--- config.mk ---
export PLATFORM = sky130hd
export DESIGN_NAME = run_controller
export DESIGN_NICKNAME = d
export VERILOG_FILES = /design/src/rtl/run_controller.sv
export SDC_FILE = /design/constraint.sdc
export NUM_CORES = 1
export LEC_CHECK = 0
export ABC_AREA = 1
export ABC_CLOCK_PERIOD_IN_PS = 3900
export BUFFER_PORTS_ARGS = -buffer_cell sky130_fd_sc_hd__buf_2
export CAP_MARGIN = 20
export CORE_UTILIZATION = 60
export DETAILED_ROUTE_END_ITERATION = 10
export PLACE_DENSITY = 0.89
export SYNTH_ARGS = -nofsm -noshare
export SYNTH_HDL_FRONTEND = slang
export SYNTH_SLANG_ARGS = --single-unit
--- constraint.sdc ---
create_clock -name clk -period 3.9 [get_ports clk]
set_clock_uncertainty 0.15 [all_clocks]
set_input_delay 0 -clock clk [delete_from_list [all_inputs] [get_ports clk]]
set_output_delay 0 -clock clk [all_outputs]
set_load 0.02 [all_outputs]
--- src/rtl/run_controller.sv ---
// Run sequencer for the processor core: holds the core in reset, releases it
// on start, counts RUN+SETTLE cycles against a budget, waits for a stable
// result after halt, and reports done / timed_out / result / cycles_used.
module run_controller #(
  parameter int DATA_W        = 8,
  parameter int CNT_W         = 16,
  parameter int RESET_CYCLES  = 1,
  parameter int MAX_CYCLES    = 20,
  parameter int STABLE_CYCLES = 2
) (
  input  logic              clk,
  input  logic              reset,
  input  logic              start,
  input  logic              abort,
  input  logic [CNT_W-1:0]  cycle_budget,
  input  logic              core_halt,
  input  logic [DATA_W-1:0] core_result,
  output logic              core_reset,
  output logic              busy,
  output logic              done,
  output logic              timed_out,
  output logic [DATA_W-1:0] result,
  output logic [CNT_W-1:0]  cycles_used
);

  localparam int RC_W = (RESET_CYCLES > 1) ? $clog2(RESET_CYCLES) : 1;
  localparam int SB_W = $clog2(STABLE_CYCLES + 1);
  localparam logic [RC_W-1:0]  RC_LAST = RC_W'(RESET_CYCLES - 1);
  localparam logic [SB_W-1:0]  SB_FULL = SB_W'(STABLE_CYCLES);
  localparam logic [CNT_W-1:0] MAX_B   = CNT_W'(MAX_CYCLES);

  typedef enum logic [2:0] {S_IDLE, S_RESET, S_RUN, S_SETTLE, S_DONE} state_e;

  state_e            state_q, state_d;
  logic [CNT_W-1:0]  budget_q, budget_d;
  logic [RC_W-1:0]   rcnt_q, rcnt_d;
  logic [CNT_W-1:0]  cnt_q, cnt_d;
  logic [DATA_W-1:0] prev_q, prev_d;
  logic [SB_W-1:0]   stab_q, stab_d;
  logic              core_reset_q, core_reset_d;
  logic              busy_q, busy_d;
  logic              done_q, done_d;
  logic              timed_out_q, timed_out_d;
  logic [DATA_W-1:0] result_q, result_d;
  logic [CNT_W-1:0]  cycles_q, cycles_d;
  logic              expire;

  // Budget expiry: cnt never passes B-1, so it cannot wrap.
  assign expire = (cnt_q == budget_q - CNT_W'(1));

  // Next-state and registered-output logic; outputs are derived from state_d
  // so they line up with the state they describe.
  always_comb begin
    state_d     = state_q;
    budget_d    = budget_q;
    rcnt_d      = rcnt_q;
    cnt_d       = cnt_q;
    prev_d      = prev_q;
    stab_d      = stab_q;
    timed_out_d = timed_out_q;
    result_d    = result_q;
    cycles_d    = cycles_q;
    case (state_q)
      S_IDLE: begin
        if (start) begin
          state_d     = S_RESET;
          budget_d    = (cycle_budget == '0) ? MAX_B : cycle_budget;
          timed_out_d = 1'b0;
          rcnt_d      = '0;
        end
      end
      S_RESET: begin
        if (rcnt_q == RC_LAST) begin
          state_d = S_RUN;
          cnt_d   = '0;
        end else begin
          rcnt_d = rcnt_q + RC_W'(1);
        end
      end
      S_RUN, S_SETTLE: begin
        cnt_d = cnt_q + CNT_W'(1);
        if (abort) begin
          state_d = S_IDLE;
        end else if (expire) begin
          state_d     = S_DONE;
          timed_out_d = 1'b1;
          result_d    = core_result;
          cycles_d    = budget_q;
        end else if (state_q == S_RUN) begin
          if (core_halt) begin
            if (STABLE_CYCLES == 1) begin
              state_d  = S_DONE;
              result_d = core_result;
              cycles_d = cnt_q + CNT_W'(1);
            end else begin
              state_d = S_SETTLE;
              prev_d  = core_result;
              stab_d  = SB_W'(1);
            end
          end
        end else begin
          // Halt is sticky here: only result stability matters.
          if (core_result == prev_q) begin
            stab_d = stab_q + SB_W'(1);
            if (stab_q + SB_W'(1) == SB_FULL) begin
              state_d  = S_DONE;
              result_d = core_result;
              cycles_d = cnt_q + CNT_W'(1);
            end
          end else begin
            prev_d = core_result;
            stab_d = SB_W'(1);
          end
        end
      end
      S_DONE:  state_d = S_IDLE;
      default: state_d = S_IDLE;
    endcase
    core_reset_d = !((state_d == S_RUN) || (state_d == S_SETTLE));
    busy_d       = (state_d != S_IDLE);
    done_d       = (state_d == S_DONE);
  end

  // State and output registers; async reset holds the core in reset.
  always_ff @(posedge clk or negedge reset) begin
    if (!reset) begin
      state_q      <= S_IDLE;
      budget_q     <= '0;
      rcnt_q       <= '0;
      cnt_q        <= '0;
      prev_q       <= '0;
      stab_q       <= '0;
      core_reset_q <= 1'b1;
      busy_q       <= 1'b0;
      done_q       <= 1'b0;
      timed_out_q  <= 1'b0;
      result_q     <= '0;
      cycles_q     <= '0;
    end else begin
      state_q      <= state_d;
      budget_q     <= budget_d;
      rcnt_q       <= rcnt_d;
      cnt_q        <= cnt_d;
      prev_q       <= prev_d;
      stab_q       <= stab_d;
      core_reset_q <= core_reset_d;
      busy_q       <= busy_d;
      done_q       <= done_d;
      timed_out_q  <= timed_out_d;
      result_q     <= result_d;
      cycles_q     <= cycles_d;
    end
  end

  assign core_reset  = core_reset_q;
  assign busy        = busy_q;
  assign done        = done_q;
  assign timed_out   = timed_out_q;
  assign result      = result_q;
  assign cycles_used = cycles_q;

endmodule
==> results.md, run 1 <==
- Crit end category: register
- Cells after synthesis: 605
- Design area: 0.00518 mm2
- Mapped cell area: around 0.0043 mm2
- Static Leak: roughly 2.7 nW
- Reg2reg end: prev_q[0]$_DFFE_PN0P_
- Routed len/inst: 16.2 um
- Setup-failing EPs final: 0
- WP data arrival: 3.25 ns
- Total gr overflow: 0
- Status: finished clean
- Fin worst setup slack: approximately 0.75 ns
- Initial antenna violation count: 0
- Final GP Congestion: a little over 1
- Vias in the first global route: roughly 4200
- Ys async rst share: 1.00
- Vias: 4497
- Dpl ws: 0.866 ns
- Tcrit/Tclk final: 0.807
- Worst Hold Class: in2reg
- Final Hold Vio Count: 0
- Worst vdd ir: 0.418 mV
- Iteration-0 DRC Markers: 456
- Post-synth cell types: 35
- IO Port Bufs: 56
- Total Nets Final: 719
- Max-slew violation count: 0
- Critical R2R Launch: budget_q[0]$_DFFE_PN0P_
- Via/cell ratio: 5.71
- Worst Min Path Start: start
- Share of cells above drive strength 1: 0.139
- ANT nets after route: 0
- First-pass detailed-route iteration total: 6
- Core Footprint: 0.00691 mm2
- Largest net degree at the start of global routing: 42
- Most used DFF post-synth: dfrtp_1
- Clock buffer depth: 2
- Clk_lat worst skew: roughly 0.36 ns
- FF-to-FF setup slack: 0.75 ns
- Max_slew headroom: 0.390
- H-tree levels: 3
- Yosys warns: 0
- Overall routing resource usage: 0.362
- Largest fanout on the critical path: 16
- Final WL: 12800 um
- CP Class: reg2reg
- R2R depth: 12
- Avg Inst Size Synth: 7.18 um2
- Syn Nets: about 640
- HPWL after DPL: between 8000 and 9000 um
- Unrepaired setup endpoints after global routing: no
- Post-cts resize count: 0
- Antenna cells: 0
- Die Y-Extent: 87.1 um
- Total negative slack: 0 ns
- Sequential-to-total area share from yosys stat: 0.421
- Number of synthesized flops with an enable pin: 0
- Max Cap Viol: 0
- Clock Sinks: 73
- Startpoint Class: register
- CTS tree: built
- Residual DRC: 0
- Pwr/cell area: around 610 mW/mm2
- Clock Pin Slew Worst Setup and Hold Paths: approximately 0.090 ns
- Die area: 0.00759 mm2
- Worst Tran Pin Value: 0.916 ns
- Core Rows: 30
- Seq cells post-synth: 73
- Area Overhead vs Synth: 19.2%
- Hold Crit Depth: 3
- Post-DP Area: about 0.0047 mm2
- Fmax: 318 MHz
- First-pass GRT wire length: between 20000 and 25000 um
- Die width: 87.1 um
- Fin crit period: 3.15 ns
- IO Count: 57
- Hold Path End: state_q[0]$_DFF_PN0_
- Worst EP required: approximately 4.0 ns
- Clock Root Buffer: clkbuf_8
- Initial Util: 0.629
- Total CTS buffers: 9
synth_stat cells, types with 2 or more instances:
| master | number | area [um2] |
|---|---|---|
| xnor2_1 | 7 | 61.3 |
| nor2_4 | 4 | 45.0 |
| o21ai_2 | 2 | 17.5 |
| nand2_2 | 5 | 31.3 |
| nor2_2 | 3 | 18.8 |
| nand4_1 | 17 | 106 |
| buf_6 | 2 | 22.5 |
| xor2_1 | 20 | 175 |
| nor2_1 | 51 | 191 |
| buf_2 | 5 | 25.0 |
| inv_1 | 67 | 251 |
| nand2_1 | 208 | 781 |
| clkbuf_1 | 5 | 18.8 |
| o21ai_1 | 2 | 10.0 |
| a22oi_1 | 2 | 15.0 |
| nor4_1 | 7 | 43.8 |
| ha_1 | 3 | 37.5 |
| o22ai_1 | 6 | 37.5 |
| nor3_1 | 7 | 35.0 |
| a22o_1 | 2 | 17.5 |
| dfrtp_1 | 72 | 1800 |
| nand3_1 | 43 | 215 |
| nand3b_1 | 3 | 22.5 |
| o21ai_0 | 47 | 235 |
| a21oi_1 | 2 | 10.0 |
| or2_2 | 4 | 25.0 |
how the worst max path moves through the flow:
| stage | from | to | slack, ns | cells past startpoint |
|---|---|---|---|---|
| after floorplan | budget_q[0]$_DFFE_PN0P_ | cycles_used[1]$_DFFE_PN0P_ | 1.47 | 18 |
| after global placement | budget_q[0]$_DFFE_PN0P_ | cycles_used[2]$_DFFE_PN0P_ | 0.93 | 17 |
| after detailed placement | budget_q[0]$_DFFE_PN0P_ | cycles_used[9]$_DFFE_PN0P_ | 0.87 | 17 |
| after CTS | budget_q[0]$_DFFE_PN0P_ | cycles_used[9]$_DFFE_PN0P_ | 0.84 | 17 |
| after global routing | budget_q[0]$_DFFE_PN0P_ | cycles_used[9]$_DFFE_PN0P_ | 0.45 | 17 |
| final | budget_q[0]$_DFFE_PN0P_ | prev_q[0]$_DFFE_PN0P_ | 0.75 | 12 |
power breakdown:
part / internal, mW / switching [mW]
Sequential: 0.933 / 0.198
Combinational: 0.415 / 0.925
Clock: 0.366 / 0.308
metrics by stage:
stage / hold slack [ns] / utilization / power [mW] / cells
6_report: 0.116 / 0.750 / 3.15 / 788
5_1_grt: 0.182 / 0.750 / 3.35 / 788
4_1_cts: 0.109 / 0.750 / 3.09 / 788
3_5_place_dp: 0.0253 / 0.677 / 2.39 / 744
3_3_place_gp: -0.00641 / 0.677 / 2.36 / 744
2_1_floorplan: -0.446 / - / 2.02 / 605
final cells by class:
| cell class | instances | area, um2 |
|---|---|---|
| multi-input cells | 449 | 2180 |
| repair buffers | 85 | 568 |
| well taps | 96 | 120 |
| fillers | 544 | 1730 |
| clock inverters | 7 | 100 |
| flip-flops and latches | 73 | 1830 |
| inverters | 69 | 259 |
| clock buffers | 9 | 124 |
logic make-up (layout without fill, tap and decap cells):
| kind of cell | Yosys count | after routing | synth area share |
|---|---|---|---|
| adder cells (fa/ha/maj) | 3 | 3 | 0.00864 |
| AO/OA/AOI/OAI | 64 | 64 | 0.0806 |
| flip-flops | 73 | 73 | 0.421 |
| XOR/XNOR | 27 | 27 | 0.0544 |
| buffers and inverters | 83 | 170 | 0.0777 |
| AND/OR/NAND/NOR | 355 | 355 | 0.358 |
what timing repair did:
item	CTS	global route
hold buffers	28	0
setup buffers	0	0
endpoints found under the hold margin	76	0
cells in the final DEF (no fill, tap or decap), types with 3 or more instances in the layout:
cell | synthesis | layout
nor3_1 | 7 | 7
nor2_4 | 4 | 4
o21ai_0 | 47 | 47
inv_1 | 67 | 67
ha_1 | 3 | 3
dlygate4sd3_1 | 0 | 28
xor2_1 | 20 | 20
nor2_2 | 3 | 3
dfrtp_1 | 72 | 72
nand4_1 | 17 | 17
xnor2_1 | 7 | 7
nand3b_1 | 3 | 3
nand2_1 | 208 | 208
buf_2 | 5 | 56
nor2_1 | 51 | 51
o22ai_1 | 6 | 6
nand3_1 | 43 | 43
nor4_1 | 7 | 7
nand2_2 | 5 | 5
clkbuf_8 | 0 | 9
or2_2 | 4 | 4
worst max-delay path, stage by stage, from the launching register on:
cell and delay [ns]:
dfrtp_1 0.35, clkinv_1 0.20, ha_1 0.38, nand2_1 0.07, inv_1 0.03, nor2_1 0.08, nand2_1 0.12, nand3b_1 0.20
nor3_2 0.52, nand2_2 0.33, nand4_2 0.34, nand2_1 0.11, o21ai_0 0.14
layer usage:
metal  global-route usage  part of all wire
met4                0.183             0.051
met5              0.00699                 0
met2                0.557              0.45
met3               0.0806             0.099
met1                0.484              0.40
registers in the layout, indices dropped and copies added (netlist names):
signal / flops
cycles_used: 16
timed_out: 1
done: 1
result: 8
cnt_q: 16
busy: 1
core_reset: 1
state_q: 3
budget_q: 16
stab_q: 2
prev_q: 8
(Power assumes the default switching activity.)
==> inputs of run 2 (changes only) <==
- ABC_AREA: 1 -> 0
- ABC_CLOCK_PERIOD_IN_PS: 3900 -> 2850
- CORE_UTILIZATION: 60 -> 52
- PLACE_DENSITY: 0.89 -> 0.83
- clock period: 3.9 -> 2.85 ns (I/O delays scaled with it)
==> results.md, run 2 <==
- H-tree levels: 3
- Psw: 1.92 mW
- Commonest non-fill, non-tap cells in the layout: 72 x dfrtp_1, 65 x nand2_1, 56 x buf_2, 51 x buf_4, 30 x o21ai_0
- Total Nets Final: ~600
- Die width: 90.5 um
- Final Util: 0.763
- Critical Path Max Stage Delay: around 0.53 ns
- Startpoint Class: register
- Final GP Congestion: about 0.9
- Iteration-0 DRC Markers: about 380
- Vias in the first global route: 3952
- Overall routing resource usage: 0.306
- Pwr/cell area: 824 mW/mm2
- Synth Area in Adders: 0.00922
- Fin worst setup slack: -0.324 ns
- Most common library cell in the layout ignoring fill and taps: dfrtp_1
- Mux contribution to synthesized area: 0.0569
- WP data arrival: 3.27 ns
- Clock Root Buffer: clkbuf_8
- Clock power frac: 0.180
- Core Footprint: 0.00741 mm2
- Fillers: 469
- Seq cells post-synth: 73
- Yosys warns: 0
- Dominant cells by area after synthesis: dfrtp_1 44%, xnor2_1 6.5%, nand2_1 6.2%
- Logic pwr share: 0.486
- IO Count: 57
- Design area: about 0.0057 mm2
- Residual DRC: 0
- Leading cell types by count after synthesis: 72 x dfrtp_1, 67 x nand2_1, 31 x o21ai_0, 30 x xnor2_1, 28 x nor3_1
- Max Cap Viol: 0
- Worst EP required: 2.95 ns
- Worst Hold Class: in2async
- Max-slew violation count: 0
- CP delay by family, top: compound AO/OA/AOI/OAI gates
- Post-synth top area cell: dfrtp_1
- Syn Nets: 462
- Post-synth cell types: 57
- Crit end category: register
- PnR Total Power: 4.66 mW
- Share of cells above drive strength 1: 0.325
- Initial antenna violation count: 0
- Static Leak: 2.71 nW
- IO Port Bufs: 56
- Tcrit/Tclk final: 1.11
- Area share of the largest cell type after synthesis: 0.443
- First-pass GRT wire length: between 15000 and 20000 um
- Core Rows: 31
- Max_slew headroom: 0.599
- Total negative slack: -10.09 ns
- Clock buffer depth: 2
- Die Y-Extent: ~90 um
- Clock Sinks: 73
- Count leader, synth: dfrtp_1
- Cells along the critical path: buf_4 -> xor2_1 -> xnor2_1 -> a221oi_2 -> o41a_1 -> nor4_4 -> buf_4 -> nor2_4 -> mux2_2
- Avg Inst Size Synth: 9.47 um2
- Initial Util: 0.550
- Sequential-to-total area share from yosys stat: 0.449
- First-pass detailed-route iteration total: 6
- CP most frequent cell: buf_4
- Via/cell ratio: roughly 6.0
- Clk_lat worst skew: 0.36 ns
- Simple-Gate Fraction of Synth Area: 0.246
- HPWL after DPL: ~7600 um
- Status: finished, violations left
- Largest net degree at the start of global routing: 74
- Clock Pin Slew Worst Setup and Hold Paths: 0.08 ns
- Multi-input combinational cell area: approximately 0.0024 mm2
- Switching Share: 0.413
- Final Hold Vio Count: 0
- Reg area: 0.00183 mm2
- Cells after synthesis: 430
- Largest family of logic cells by synthesized area: simple AND/OR/NAND/NOR gates
- Antenna cells: 0
- Failing checks: setup timing
- CP max-delay cell: o41a_1
- Total CTS buffers: 9
- Setup-failing EPs final: 39
- Int Pwr: ~2.7 mW
- Most used DFF post-synth: dfrtp_1
- Fin crit period: 3.17 ns
- Vias: 4014
- CTS tree: built
- Compound-Gate Fraction of Synth Area: 0.106
- Worst Tran Pin Value: roughly 0.6 ns
- Unrepaired setup endpoints after global routing: yes
- Total gr overflow: 0
- Area Overhead vs Synth: 38.9%
- Part of the power in registers: 0.334
- Number of synthesized flops with an enable pin: 0
- Worst vdd ir: 0.467 mV
- Routed len/inst: 18.9 um
- Ys async rst share: 1.00
- CP Class: reg2reg
- Largest fanout on the critical path: 8
- Final WL: 12600 um
- Die area: 0.00819 mm2
- Post-DP Area: 0.00480 mm2
- Fmax: 315 MHz
- Mapped cell area: 0.00407 mm2
- Synth Area in XOR/XNOR: 0.101
- Crit path buf inv count: 2
- ANT nets after route: 0
-- run 2: changes by cell type after synthesis, sizes merged, moves of 8 or more --
cell	delta
nand2	-146
inv	-58
nor2	-31
nand3	-30
xnor2	+23
nor3	+20
mux2	+19
o21ai	-19
and2	+9
clkbuf	+8
-- run 2: kinds of logic (layout without fill, tap and decap cells) --
logic type               count (synthesis)  count (layout)
AND/OR/NAND/NOR                        191             192
flip-flops                              73              73
AO/OA/AOI/OAI                           66              66
XOR/XNOR                                47              47
buffers and inverters                   30             168
multiplexers                            20              20
adder cells (fa/ha/maj)                  3               3
-- run 2: worst paths after layout --
| check | startpoint | cells after the start | end | slack (ns) |
|---|---|---|---|---|
| max in group asynchronous | reset | 3 | core_reset$_DFF_PN1_ | 2.15 |
| min in group clk | start | 4 | timed_out$_DFFE_PN0P_ | 0.11 |
| hold / removal | reset | 3 | cnt_q[3]$_DFFE_PN0P_ | 0.03 |
| setup reg to reg | budget_q[11]$_DFFE_PN0P_ | 9 | result[1]$_DFFE_PN0P_ | -0.32 |
| setup / recovery | budget_q[11]$_DFFE_PN0P_ | 9 | result[1]$_DFFE_PN0P_ | -0.32 |
| hold reg to reg | cycles_used[13]$_DFFE_PN0P_ | 1 | cycles_used[13]$_DFFE_PN0P_ | 0.33 |
-- run 2: cell type report --
class,instances,area share
Multi-Input combinational cell,328,0.422
Timing Repair Buffer,142,0.190
Inverter,10,0.00664
Sequential cell,73,0.323
Clock inverter,6,0.0119
Clock buffer,10,0.0243
Tap cell,99,0.0219
-- run 2: metrics by stage --
stage / hold slack [ns] / worst slack [ns] / std cells
after floorplan: -0.446 / -0.210 / 430
after detailed placement: -0.0885 / -0.444 / 609
after global routing: 0.0848 / -0.424 / 668
final: 0.0253 / -0.324 / 668
after CTS: 0.0670 / -0.167 / 664
after global placement: -0.0961 / -0.485 / 609
-- run 2: per-layer routing --
| layer | track usage | part of all wire | wire length (um) | vias to the layer above |
|---|---|---|---|---|
| met2 | 0.530 | 0.51 | 6390 | 213 |
| met5 | 0 | 0 | 0 | - |
| met3 | 0.0707 | 0.071 | 892 | 65 |
| met4 | 0.129 | 0.046 | 580 | 0 |
| li1 | - | - | - | 1792 |
| met1 | 0.364 | 0.38 | 4780 | 1944 |
-- run 2: what timing repair did --
action,in CTS,in global routing
endpoints found under the setup margin,39,40
gates resized for setup,25,22
pin swaps,16,14
hold buffers,28,0
setup buffers,9,5
endpoints found under the hold margin,110,0
cloned,2,0
-- run 2: power groups by stage --
| stage | Combinational (mW) | Clock, mW | Sequential (mW) |
|---|---|---|---|
| after detailed placement | 1.85 | 0 | 1.56 |
| final | 2.27 | 0.838 | 1.56 |
| after global placement | 1.79 | 0 | 1.54 |
| after global routing | 2.42 | 0.887 | 1.59 |
| after CTS | 2.00 | 0.851 | 1.55 |
| after floorplan | 1.11 | 0 | 1.59 |
-- run 2: tightest hold or removal path, stage by stage --
cell	delay, ns
dlygate4sd3_1	0.52
buf_2	0.12
buf_12	0.31
